<file path="config.mk">
export PLATFORM = sky130hd
export DESIGN_NAME = mem_access_initiator
export DESIGN_NICKNAME = d
export VERILOG_FILES = /design/src/rtl/mem_access_initiator.sv
export SDC_FILE = /design/constraint.sdc
export NUM_CORES = 1
export LEC_CHECK = 0
export ABC_AREA = 0
export BUFFER_PORTS_ARGS = -buffer_cell sky130_fd_sc_hd__buf_4
export CAP_MARGIN = 20
export CORE_ASPECT_RATIO = 1.4
export CORE_UTILIZATION = 52
export DETAILED_ROUTE_END_ITERATION = 6
export PLACE_DENSITY = 0.85
export SETUP_SLACK_MARGIN = 0.02
export SYNTH_ARGS = -nofsm -noshare
export SYNTH_HDL_FRONTEND = slang
export SYNTH_SLANG_ARGS = --single-unit
</file>
<file path="constraint.sdc">
create_clock -name clk -period 4.9 [get_ports clk]
set_input_delay 0.49 -clock clk [delete_from_list [all_inputs] [get_ports clk]]
set_output_delay 0.49 -clock clk [all_outputs]
set_load 0.02 [all_outputs]
</file>
<file path="src/rtl/mem_access_initiator.sv">
// mem_access_initiator
//   Memory-stage initiator. Turns an M-stage load/store into a req/gnt/rvalid
//   transaction on the word-organised data memory. Stores present word address,
//   lane enables and lane-replicated data. Loads extract and extend the
//   addressed byte/half/word. Holds the pipeline while the transaction is in
//   flight and reports address-error and response-timeout exceptions.
//
//   state  | meaning
//   IDLE   | waiting for a valid op
//   REQ    | mem_req asserted, waiting for mem_gnt
//   WAIT_R | load granted, waiting for mem_rvalid (bounded by TIMEOUT)
//   DONE   | one-cycle completion pulse, result/exception valid
//
// Ports
//   clk, reset                    clock, synchronous active-high reset
//   op_valid, op, addr, wdata     M-stage operation (held stable while stall)
//   flush                         abandon the op in REQ (before gnt) or WAIT_R
//   stall                         hold pipeline
//   done, load_data, exc, exc_code  completion pulse and its result
//   mem_req, mem_we, mem_addr, mem_byteen, mem_wdata  registered request
//   mem_gnt, mem_rvalid, mem_rdata  memory handshake and read data
module mem_access_initiator #(
  parameter int TIMEOUT  = 64,
  parameter int EXC_ADEL = 4,
  parameter int EXC_ADES = 5,
  parameter int EXC_BUS  = 6
) (
  input  logic        clk,
  input  logic        reset,
  input  logic        op_valid,
  input  logic [3:0]  op,
  input  logic [31:0] addr,
  input  logic [31:0] wdata,
  input  logic        flush,
  output logic        stall,
  output logic        done,
  output logic [31:0] load_data,
  output logic        exc,
  output logic [4:0]  exc_code,
  output logic        mem_req,
  output logic        mem_we,
  output logic [31:0] mem_addr,
  output logic [3:0]  mem_byteen,
  output logic [31:0] mem_wdata,
  input  logic        mem_gnt,
  input  logic        mem_rvalid,
  input  logic [31:0] mem_rdata
);

  localparam int CW = $clog2(TIMEOUT + 1);

  localparam logic [3:0] OP_LW  = 4'd1;
  localparam logic [3:0] OP_LBU = 4'd2;
  localparam logic [3:0] OP_LB  = 4'd3;
  localparam logic [3:0] OP_LHU = 4'd4;
  localparam logic [3:0] OP_LH  = 4'd5;
  localparam logic [3:0] OP_SW  = 4'd6;
  localparam logic [3:0] OP_SH  = 4'd7;
  localparam logic [3:0] OP_SB  = 4'd8;

  typedef enum logic [1:0] {S_IDLE, S_REQ, S_WAIT_R, S_DONE} state_t;

  state_t        state_q, state_d;
  logic [CW-1:0] cnt_q, cnt_d, cnt_inc;
  logic          drop_q, drop_d;
  logic [3:0]    op_q, op_d;
  logic [1:0]    alo_q, alo_d;
  logic          mem_req_d, mem_we_d;
  logic [31:0]   mem_addr_d, mem_wdata_d;
  logic [3:0]    mem_byteen_d;
  logic [31:0]   load_data_d;
  logic          exc_d;
  logic [4:0]    exc_code_d;

  logic          in_load, in_store, in_misal, op_active;
  logic [3:0]    in_byteen;
  logic [31:0]   in_wdata;
  logic [7:0]    byte_sel;
  logic [15:0]   half_sel;
  logic [31:0]   ext_data;

  // Incoming op decode: alignment, lane enables, replicated store data.
  always_comb begin
    in_load   = 1'b0;
    in_store  = 1'b0;
    in_misal  = 1'b0;
    in_byteen = 4'b0000;
    in_wdata  = 32'h0;
    case (op)
      OP_LW: begin
        in_load  = 1'b1;
        in_misal = (addr[1:0] != 2'b00);
      end
      OP_LBU, OP_LB: in_load = 1'b1;
      OP_LHU, OP_LH: begin
        in_load  = 1'b1;
        in_misal = addr[0];
      end
      OP_SW: begin
        in_store  = 1'b1;
        in_misal  = (addr[1:0] != 2'b00);
        in_byteen = 4'b1111;
        in_wdata  = wdata;
      end
      OP_SH: begin
        in_store  = 1'b1;
        in_misal  = addr[0];
        in_byteen = addr[1] ? 4'b1100 : 4'b0011;
        in_wdata  = {2{wdata[15:0]}};
      end
      OP_SB: begin
        in_store  = 1'b1;
        in_byteen = 4'b0001 << addr[1:0];
        in_wdata  = {4{wdata[7:0]}};
      end
      default: ;
    endcase
  end

  assign op_active = op_valid & (in_load | in_store);
  assign done      = (state_q == S_DONE);
  assign stall     = op_active & ~done;

  // Load extraction from the latched op and byte offset.
  always_comb begin
    byte_sel = mem_rdata[{alo_q, 3'b000} +: 8];
    half_sel = alo_q[1] ? mem_rdata[31:16] : mem_rdata[15:0];
    ext_data = 32'h0;
    case (op_q)
      OP_LW:  ext_data = mem_rdata;
      OP_LBU: ext_data = {24'h0, byte_sel};
      OP_LB:  ext_data = {{24{byte_sel[7]}}, byte_sel};
      OP_LHU: ext_data = {16'h0, half_sel};
      OP_LH:  ext_data = {{16{half_sel[15]}}, half_sel};
      default: ext_data = 32'h0;
    endcase
  end

  assign cnt_inc = cnt_q + CW'(1);

  // Result registers default to zero so load_data/exc/exc_code are only
  // nonzero during the DONE cycle.
  always_comb begin
    state_d      = state_q;
    cnt_d        = cnt_q;
    drop_d       = drop_q;
    op_d         = op_q;
    alo_d        = alo_q;
    mem_req_d    = mem_req;
    mem_we_d     = mem_we;
    mem_addr_d   = mem_addr;
    mem_byteen_d = mem_byteen;
    mem_wdata_d  = mem_wdata;
    load_data_d  = 32'h0;
    exc_d        = 1'b0;
    exc_code_d   = 5'd0;
    case (state_q)
      S_IDLE: begin
        drop_d = 1'b0;
        cnt_d  = '0;
        if (op_active) begin
          op_d  = op;
          alo_d = addr[1:0];
          if (in_misal) begin
            state_d    = S_DONE;
            exc_d      = 1'b1;
            exc_code_d = in_load ? 5'(EXC_ADEL) : 5'(EXC_ADES);
          end else begin
            state_d      = S_REQ;
            mem_req_d    = 1'b1;
            mem_we_d     = in_store;
            mem_addr_d   = {addr[31:2], 2'b00};
            mem_byteen_d = in_byteen;
            mem_wdata_d  = in_wdata;
          end
        end
      end
      S_REQ: begin
        cnt_d = '0;
        if (mem_gnt) begin
          mem_req_d = 1'b0;
          if (mem_we) begin
            // A store granted together with flush has already been written;
            // it simply completes silently.
            state_d = flush ? S_IDLE : S_DONE;
          end else begin
            state_d = S_WAIT_R;
            drop_d  = flush;
          end
        end else if (flush) begin
          mem_req_d = 1'b0;
          state_d   = S_IDLE;
        end
      end
      S_WAIT_R: begin
        if (flush) drop_d = 1'b1;
        if (mem_rvalid) begin
          if (drop_q | flush) begin
            state_d = S_IDLE;
          end else begin
            state_d     = S_DONE;
            load_data_d = ext_data;
          end
        end else if (cnt_inc == CW'(TIMEOUT)) begin
          if (drop_q | flush) begin
            state_d = S_IDLE;
          end else begin
            state_d    = S_DONE;
            exc_d      = 1'b1;
            exc_code_d = 5'(EXC_BUS);
          end
        end else begin
          cnt_d = cnt_inc;
        end
      end
      S_DONE: state_d = S_IDLE;
      default: state_d = S_IDLE;
    endcase
  end

  always_ff @(posedge clk) begin
    if (reset) begin
      state_q    <= S_IDLE;
      cnt_q      <= '0;
      drop_q     <= 1'b0;
      op_q       <= 4'd0;
      alo_q      <= 2'd0;
      mem_req    <= 1'b0;
      mem_we     <= 1'b0;
      mem_addr   <= 32'h0;
      mem_byteen <= 4'b0000;
      mem_wdata  <= 32'h0;
      load_data  <= 32'h0;
      exc        <= 1'b0;
      exc_code   <= 5'd0;
    end else begin
      state_q    <= state_d;
      cnt_q      <= cnt_d;
      drop_q     <= drop_d;
      op_q       <= op_d;
      alo_q      <= alo_d;
      mem_req    <= mem_req_d;
      mem_we     <= mem_we_d;
      mem_addr   <= mem_addr_d;
      mem_byteen <= mem_byteen_d;
      mem_wdata  <= mem_wdata_d;
      load_data  <= load_data_d;
      exc        <= exc_d;
      exc_code   <= exc_code_d;
    end
  end

endmodule

</file>
==> results of run 1 <==
[state kept, by name (all words and copies together) (netlist names)]
signal	count
mem_addr	30
load_data	32
drop_q	1
exc_code	3
mem_byteen	4
mem_req	1
state_q	2
mem_we	1
mem_wdata	32
alo_q	2
op_q	4
cnt_q	7
[worst reg2reg max path, cell delays in order, from the launching register on]
cell     delay [ns]
dfxtp_1        0.35
inv_1          0.10
ha_1           0.26
nand3_2        0.58
nor4_2         0.93
a22o_1         0.25
[worst max path at each step]
stage               cells after the start  startpoint            end
floorplan                               7       op[0]  mem_wdata[15]
global placement                        7       op[0]   mem_wdata[0]
detailed placement                      6       op[0]   mem_wdata[3]
CTS                                     7  state_q[0]  load_data[27]
global route                            5  state_q[0]   mem_wdata[7]
finish                                  6       op[0]  mem_byteen[3]
[layout by cell type (no fill, tap or decap), types with 2 or more instances in the layout]
cell	instances
o2bb2ai_1	10
buf_4	214
a211oi_1	11
or4_1	2
clkbuf_16	17
a21oi_1	74
nand2_1	40
or3_1	2
and2_1	2
o2bb2ai_2	10
and3b_1	2
clkinv_4	2
nor2_1	22
bufinv_16	2
inv_1	12
a22o_1	10
mux2_2	23
a22oi_1	32
inv_6	3
nand2b_1	6
o21ai_0	39
nor3_1	2
nand3_1	34
conb_1	4
nor2b_1	4
nand4b_1	3
clkbuf_8	2
mux2i_1	5
and3_1	4
o211ai_1	6
dfxtp_1	119
clkinv_2	2
o21a_1	2
nand4_1	3
a31oi_1	4
ha_1	6
a222oi_1	8
clkinvlp_4	4
[stage by stage]
step	cells	cell area (um^2)
after global routing	917	7545
after detailed placement	883	6913
final	917	7545
after CTS	915	7510
after floorplan	586	5383
after global placement	882	6905
[per-layer routing]
metal	vias up	GRT usage	part of all wire
met5	-	0	0
met4	0	0.1537	0.030
met3	46	0.07599	0.084
met2	337	0.5533	0.53
met1	2660	0.3462	0.36
li1	2541	-	-
[power groups by stage]
stage	Sequential [mW]	Combinational [mW]	Clock, mW
CTS	1.08	0.584	1.24
finish	1.08	0.592	1.23
global placement	1.09	0.560	0
detailed placement	1.09	0.580	0
global route	1.08	0.639	1.28
floorplan	1.12	0.332	0
[final cells by class]
type / count / area (um^2)
Tap cell: 135 / 168.9
Inverter: 12 / 45.04
Timing Repair Buffer: 216 / 1642
Clock buffer: 19 / 452.9
Sequential cell: 119 / 2382
Multi-Input combinational cell: 403 / 2710
Fill cell: 678 / 2409
Clock inverter: 13 / 143.9
[kinds of logic (layout without fill, tap and decap cells)]
logic type / after synthesis / in the layout
other: 1 / 4
flip-flops: 119 / 119
AO/OA/AOI/OAI: 220 / 220
XOR/XNOR: 3 / 3
multiplexers: 28 / 28
adder cells (fa/ha/maj): 6 / 6
buffers and inverters: 64 / 260
AND/OR/NAND/NOR: 142 / 142
==> key figures, run 1 <==
Final layout
  – Area grow syn2layout: 40.46%
  – Final nets: 881
  – Final core utilization: 0.7580
  – Layout cells sized above 1: 0.3836
  – Ant. Diodes: 0

Synth
  – Synthesized area per cell: about 9.2 um^2
  – Synth area leaders: dfxtp_1 44%, a21oi_1 6.9%, mux2_2 4.8%
  – Ys async rst share: 0
  – Syn Inst Count: 583
  – EDFF count, synth: 0
  – XOR/XNOR Fraction of Synth Area: 0.006289
  – Mux share of post-synthesis cell area: 0.05754
  – Post-synth top area share: 0.4435
  – Synth Cell Area: roughly 5400 um^2
  – Top FF cell, synth: dfxtp_1
  – Post-Synth Adder-Cell Area: 0.01398
  – Simple-gate share of the synthesized area: 0.1398
  – Compound-Gate Fraction of Synth Area: 0.2828
  – Synth cell count leaders: 119 x dfxtp_1, 74 x a21oi_1, 40 x nand2_1, 39 x o21ai_0, 34 x nand3_1
  – Main combinational cell family by area after synthesis: compound AO/OA/AOI/OAI gates
  – Library cells used by synthesis: 67
  – Register area share after synthesis: 0.4435
  – Yosys warnings: 0
  – Yosys reg bits: about 120
  – Count leader, synth: dfxtp_1
  – Leading area contributor after synthesis: dfxtp_1

GRT
  – Vias in the first global route: 5224
  – Initial antenna violation count: 0
  – First-pass GRT wire length: 25.81 mm
  – GRT Total Usage: 0.3135
  – Remaining Overflow, GRT: 0
  – Largest net degree at the start of global routing: 61

Setup path
  – Cell family with most CP delay: simple AND/OR/NAND/NOR gates
  – WP buf/inv: 1
  – Worst reg2reg setup slack: between 2 and 2.5 ns
  – Worst Path Max Fanout: 40
  – Critical path arrival: about 2.9 ns
  – Largest stage delay, worst path: 0.93 ns
  – Depth of the worst register-to-register path: 5
  – R2R Path Start: state_q[1]
  – Critical path's slowest cell: nor4_2
  – Required time of the critical path: around 5.3 ns
  – Crit path launch type: primary input
  – Critical R2R Capture: mem_byteen[3]
  – Worst setup EP type: flip-flop
  – Critical-path cell list: buf_4 -> nor3_4 -> xnor2_2 -> nand3_2 -> nor4_2 -> a22o_1
  – Worst Path Class, Setup: in2reg

Clocking
  – CTS buffer count: 17
  – Clk root buf: clkbuf_16
  – Post-CTS Setup Inserts: 0
  – H-tree depth: 4
  – Clock sink total: around 120
  – CTS tree: yes
  – CTS Hold Bufs: 0
  – Clk slew on worst S/H paths: about 0.050 ns
  – Post-cts repair resize count: 0
  – Worst skew pair latency: between 0.4 and 0.5 ns
  – Clk buf depth: 2

Drt
  – Post-Route WL: about 17 mm
  – DRC viols: 0
  – Post-route ant nets: 0
  – Initial DRT Pass Iterations: 6
  – Drt via density: around 6.1
  – Via count: 5584
  – DRT iter0 DRCs: between 400 and 500
  – Drt wl/cell: between 15 and 20 um

Hold path
  – Hold depth: 2
  – Hold/Removal Path Class: in2reg
  – Hold Path Sink: mem_wdata[0]
  – Worst Hold Launch: wdata[0]

Pwr
  – Total power: approximately 2.9 mW
  – Sequential Power Share: 0.371
  – Switching share of power: 0.2938
  – Clk pwr share: 0.425
  – Psw: roughly 0.85 mW
  – Worst vdd ir: 0.2854 mV
  – Comb pwr share: 0.204
  – Pint: 2.051 mW
  – Leakage: about 3 nW
  – PD cells: approximately 380 nW/um^2

Flow run
  – MaxCap Viol Count: 0

Timing
  – Min Tclk post-route: 2.527 ns
  – Total Neg Setup Slack: 0 ns
  – Slew HR: 0.2914
  – Final Hold Viols: 0
  – Peak Freq: roughly 400 MHz
  – Worst-Margin Slew: 1.061 ns
  – Clock skew: around 0.0097 ns
  – Fin crit share: 0.5157
  – Max Slew Vio Count: 0
  – Worst hold margin: roughly 0.33 ns
  – Setup ws final: between 2 and 2.5 ns
  – RSZ-0062 raised after global routing: false
  – Setup violators final: 0

Die
  – Initial Util: 0.5397
  – Die H: 122.3 um
  – Chip Width: 87.90 um
  – Core Box Area: between 9000 and 10000 um^2
  – DIE AREA: 10750 um^2
  – # rows: 43
  – IO Pins: approximately 220

Placement
  – Post-DP HPWL: ~12 mm
  – Place WS: roughly 2 ns
  – GPL Wtd Cong: a little under 0.9
  – Number of port buffers: approximately 210

Run status
  – Status: finished clean
Power figures use the tool's default switching activity.
==> run 2, diff against run 1 <==
--- a/config.mk
+++ b/config.mk
@@ -9,9 +9,9 @@
 export BUFFER_PORTS_ARGS = -buffer_cell sky130_fd_sc_hd__buf_4
 export CAP_MARGIN = 20
 export CORE_ASPECT_RATIO = 1.4
-export CORE_UTILIZATION = 52
+export CORE_UTILIZATION = 44
 export DETAILED_ROUTE_END_ITERATION = 6
-export PLACE_DENSITY = 0.85
+export PLACE_DENSITY = 0.77
 export SETUP_SLACK_MARGIN = 0.02
 export SYNTH_ARGS = -nofsm -noshare
 export SYNTH_HDL_FRONTEND = slang
==> constraint.sdc (replaced) <==
create_clock -name clk -period 2.2 [get_ports clk]
set_input_delay 0.22 -clock clk [delete_from_list [all_inputs] [get_ports clk]]
set_output_delay 0.22 -clock clk [all_outputs]
set_load 0.02 [all_outputs]
==> key figures, run 2 (same netlist as run 1, synthesis figures left out) <==
Timing
  – Total Neg Setup Slack: 0 ns (unchanged)
  – Max Slew Vio Count: 0 (unchanged)
  – Setup violators final: 0 (unchanged)
  – Fin crit share: 0.9382
  – Final Hold Viols: 0 (unchanged)
  – Slew HR: 0.6154 (was 0.2914)
  – Worst hold margin: 0.08104 ns (was 0.3318 ns)
  – Min Tclk post-route: around 2.1 ns
  – Peak Freq: between 400 and 500 MHz
  – RSZ-0062 raised after global routing: false (unchanged)
  – Clock skew: 0.01403 ns (was 0.009715 ns)
  – Worst-Margin Slew: 0.5748 ns (was 1.061 ns)

Die
  – Initial Util: 0.4522 (was 0.5397)
  – Core Box Area: 11880 um^2 (was 9953 um^2)
  – Chip Width: 95.38 um (was 87.90 um)
  – IO Pins: 216 (unchanged)
  – DIE AREA: 12660 um^2 (was 10750 um^2)
  – Die H: 132.7 um (was 122.3 um)
  – # rows: 47 (was 43)

Final layout
  – Filler cells: 1003 (was 678)
  – Most frequent cells in the layout: 228 x buf_4, 119 x dfxtp_1, 74 x a21oi_1 (was 214 x buf_4, 119 x dfxtp_1, 74 x a21oi_1)
  – Layout cells sized above 1: 0.3942 (was 0.3836)
  – Ant. Diodes: 0 (unchanged)
  – Final nets: 895 (was 881)
  – Area grow syn2layout: 42.00% (was 40.46%)
  – Fin cells: 941 (was 917)
  – Most common cell after layout, fill and taps aside: buf_4 (unchanged)
  – Final instance area: 7627 um^2 (was 7545 um^2)
  – Top flop regs: load_data (32), mem_wdata (32), mem_addr (30) (unchanged)

Setup path
  – Critical path arrival: 2.35 ns (was 2.87 ns)
  – Largest stage delay, worst path: 0.38 ns (was 0.93 ns)
  – Worst Path Class, Setup: reg2reg (was in2reg)
  – Critical path's slowest cell: or3_1 (was nor4_2)
  – Worst setup EP type: flip-flop (unchanged)
  – Worst Path Max Fanout: 7 (was 40)
  – Depth of the worst register-to-register path: 6 (was 5)
  – Required time of the critical path: 2.48 ns (was 5.25 ns)
  – Critical-path cell list: ha_2 -> and3_1 -> or3_1 -> o211ai_1 -> and4bb_2 -> mux2_2 (was buf_4 -> nor3_4 -> xnor2_2 -> nand3_2 -> nor4_2 -> a22o_1)
  – Crit path launch type: flip-flop (was primary input)

Drt
  – Drt wl/cell: 17.57 um (was 18.56 um)
  – DRT iter0 DRCs: 293 (was 448)
  – Via count: 5435 (was 5584)
  – Initial DRT Pass Iterations: 5 (was 6)
  – DRC viols: 0 (unchanged)
  – Post-Route WL: 16.54 mm (was 17.02 mm)
  – Post-route ant nets: 0 (unchanged)
  – Drt via density: 5.776 (was 6.089)

Placement
  – Dpl cells: 911 (was 883)
  – GPL Wtd Cong: 0.8934 (was 0.8763)
  – Placed cell areas: 7073 um^2 (was 6913 um^2)
  – Post-DP HPWL: 11.91 mm (was 11.90 mm)
  – Number of port buffers: 211 (unchanged)

Run status
  – Status: finished clean (unchanged)

GRT
  – Initial antenna violation count: 0 (unchanged)
  – First-pass GRT wire length: 25.80 mm (was 25.81 mm)
  – Remaining Overflow, GRT: 0 (unchanged)
  – Largest net degree at the start of global routing: 49 (was 61)
  – GRT Total Usage: 0.2597 (was 0.3135)
  – Vias in the first global route: 5520 (was 5224)

Pwr
  – Worst vdd ir: 0.5473 mV (was 0.2854 mV)
  – PD cells: 824.6 nW/um^2 (was 384.9 nW/um^2)
  – Leakage: 3.057 nW (was 3.008 nW)
  – Total power: 6.290 mW (was 2.904 mW)

Clocking
  – CTS tree: yes (unchanged)
  – Clock sink total: 119 (unchanged)
  – H-tree depth: 4 (unchanged)
  – Clk root buf: clkbuf_16 (unchanged)
  – CTS buffer count: 17 (unchanged)
  – Worst skew pair latency: 0.40 ns (was 0.41 ns)
  – Clk buf depth: 2 (unchanged)
  – Clk slew on worst S/H paths: 0.05 ns (about the same)

Flow run
  – MaxCap Viol Count: 0 (unchanged)

Hold path
  – Hold/Removal Path Class: in2reg (unchanged)
  – Hold depth: 3 (was 2)
==> run 2: cell count changes in the layout (fill, tap and decap cells not counted), moves of 2 or more <==
cell / previous run / this run
clkinv_2: 2 / 5
inv_6: 3 / 0
buf_4: 214 / 228
clkinvlp_4: 4 / 2
buf_12: 0 / 2
clkbuf_1: 0 / 2
==> run 2: repair_timing <==
| item | 4_1_cts | 5_1_grt |
|---|---|---|
| hold buffers | 0 | 0 |
| endpoints found under the setup margin | 0 | 31 |
| buffers inserted | 0 | 0 |
| gates resized for setup | 0 | 4 |
==> run 2: worst paths after layout <==
path	from	endpoint	slack [ns]
min	addr[11]	mem_addr[11]	0.08
max reg2reg	cnt_q[0]	state_q[0]	0.14
max	cnt_q[0]	state_q[0]	0.14
min reg2reg	mem_wdata[13]	mem_wdata[13]	0.47
==> run 2: per-stage QoR <==
stage                     utilization  worst slack, ns
final                          0.6421           0.1359
after global routing           0.6421          0.07192
after CTS                      0.6408          0.08136
after detailed placement       0.5954           0.1294
after global placement         0.5954           0.2009
after floorplan                     -           0.2527
==> run 2: critical path: cells and delay by family, from the launching register on <==
family / cells / cell delay (ns)
compound gates: 1 / 0.12
mux: 1 / 0.33
simple gates: 3 / 0.88
fa+ha+maj: 1 / 0.25
flops: 1 / 0.37
==> run 2: metal layers <==
metal / GRT usage / vias up / part of all wire
li1: - / 2568 / -
met1: 0.2755 / 2567 / 0.37
met2: 0.4520 / 250 / 0.52
met3: 0.06954 / 50 / 0.070
met4: 0.1476 / 0 / 0.041
met5: 0 / - / 0
==> run 2: area by class of cell <==
| class | count | area [um^2] | share of cell area |
|---|---|---|---|
| clock buffers | 21 | 460.4 | 0.06037 |
| clock inverters | 9 | 78.83 | 0.01033 |
| inverters | 12 | 45.04 | 0.005906 |
| multi-input cells | 403 | 2725 | 0.3573 |
| flip-flops and latches | 119 | 2382 | 0.3123 |
| well taps | 147 | 183.9 | 0.02411 |
| repair buffers | 230 | 1752 | 0.2297 |
==> run 2: power by group <==
part           internal [mW]  switching [mW]
Sequential              2.28          0.0985
Clock                   1.59           0.942
Combinational          0.599           0.778
Total                   4.47            1.82
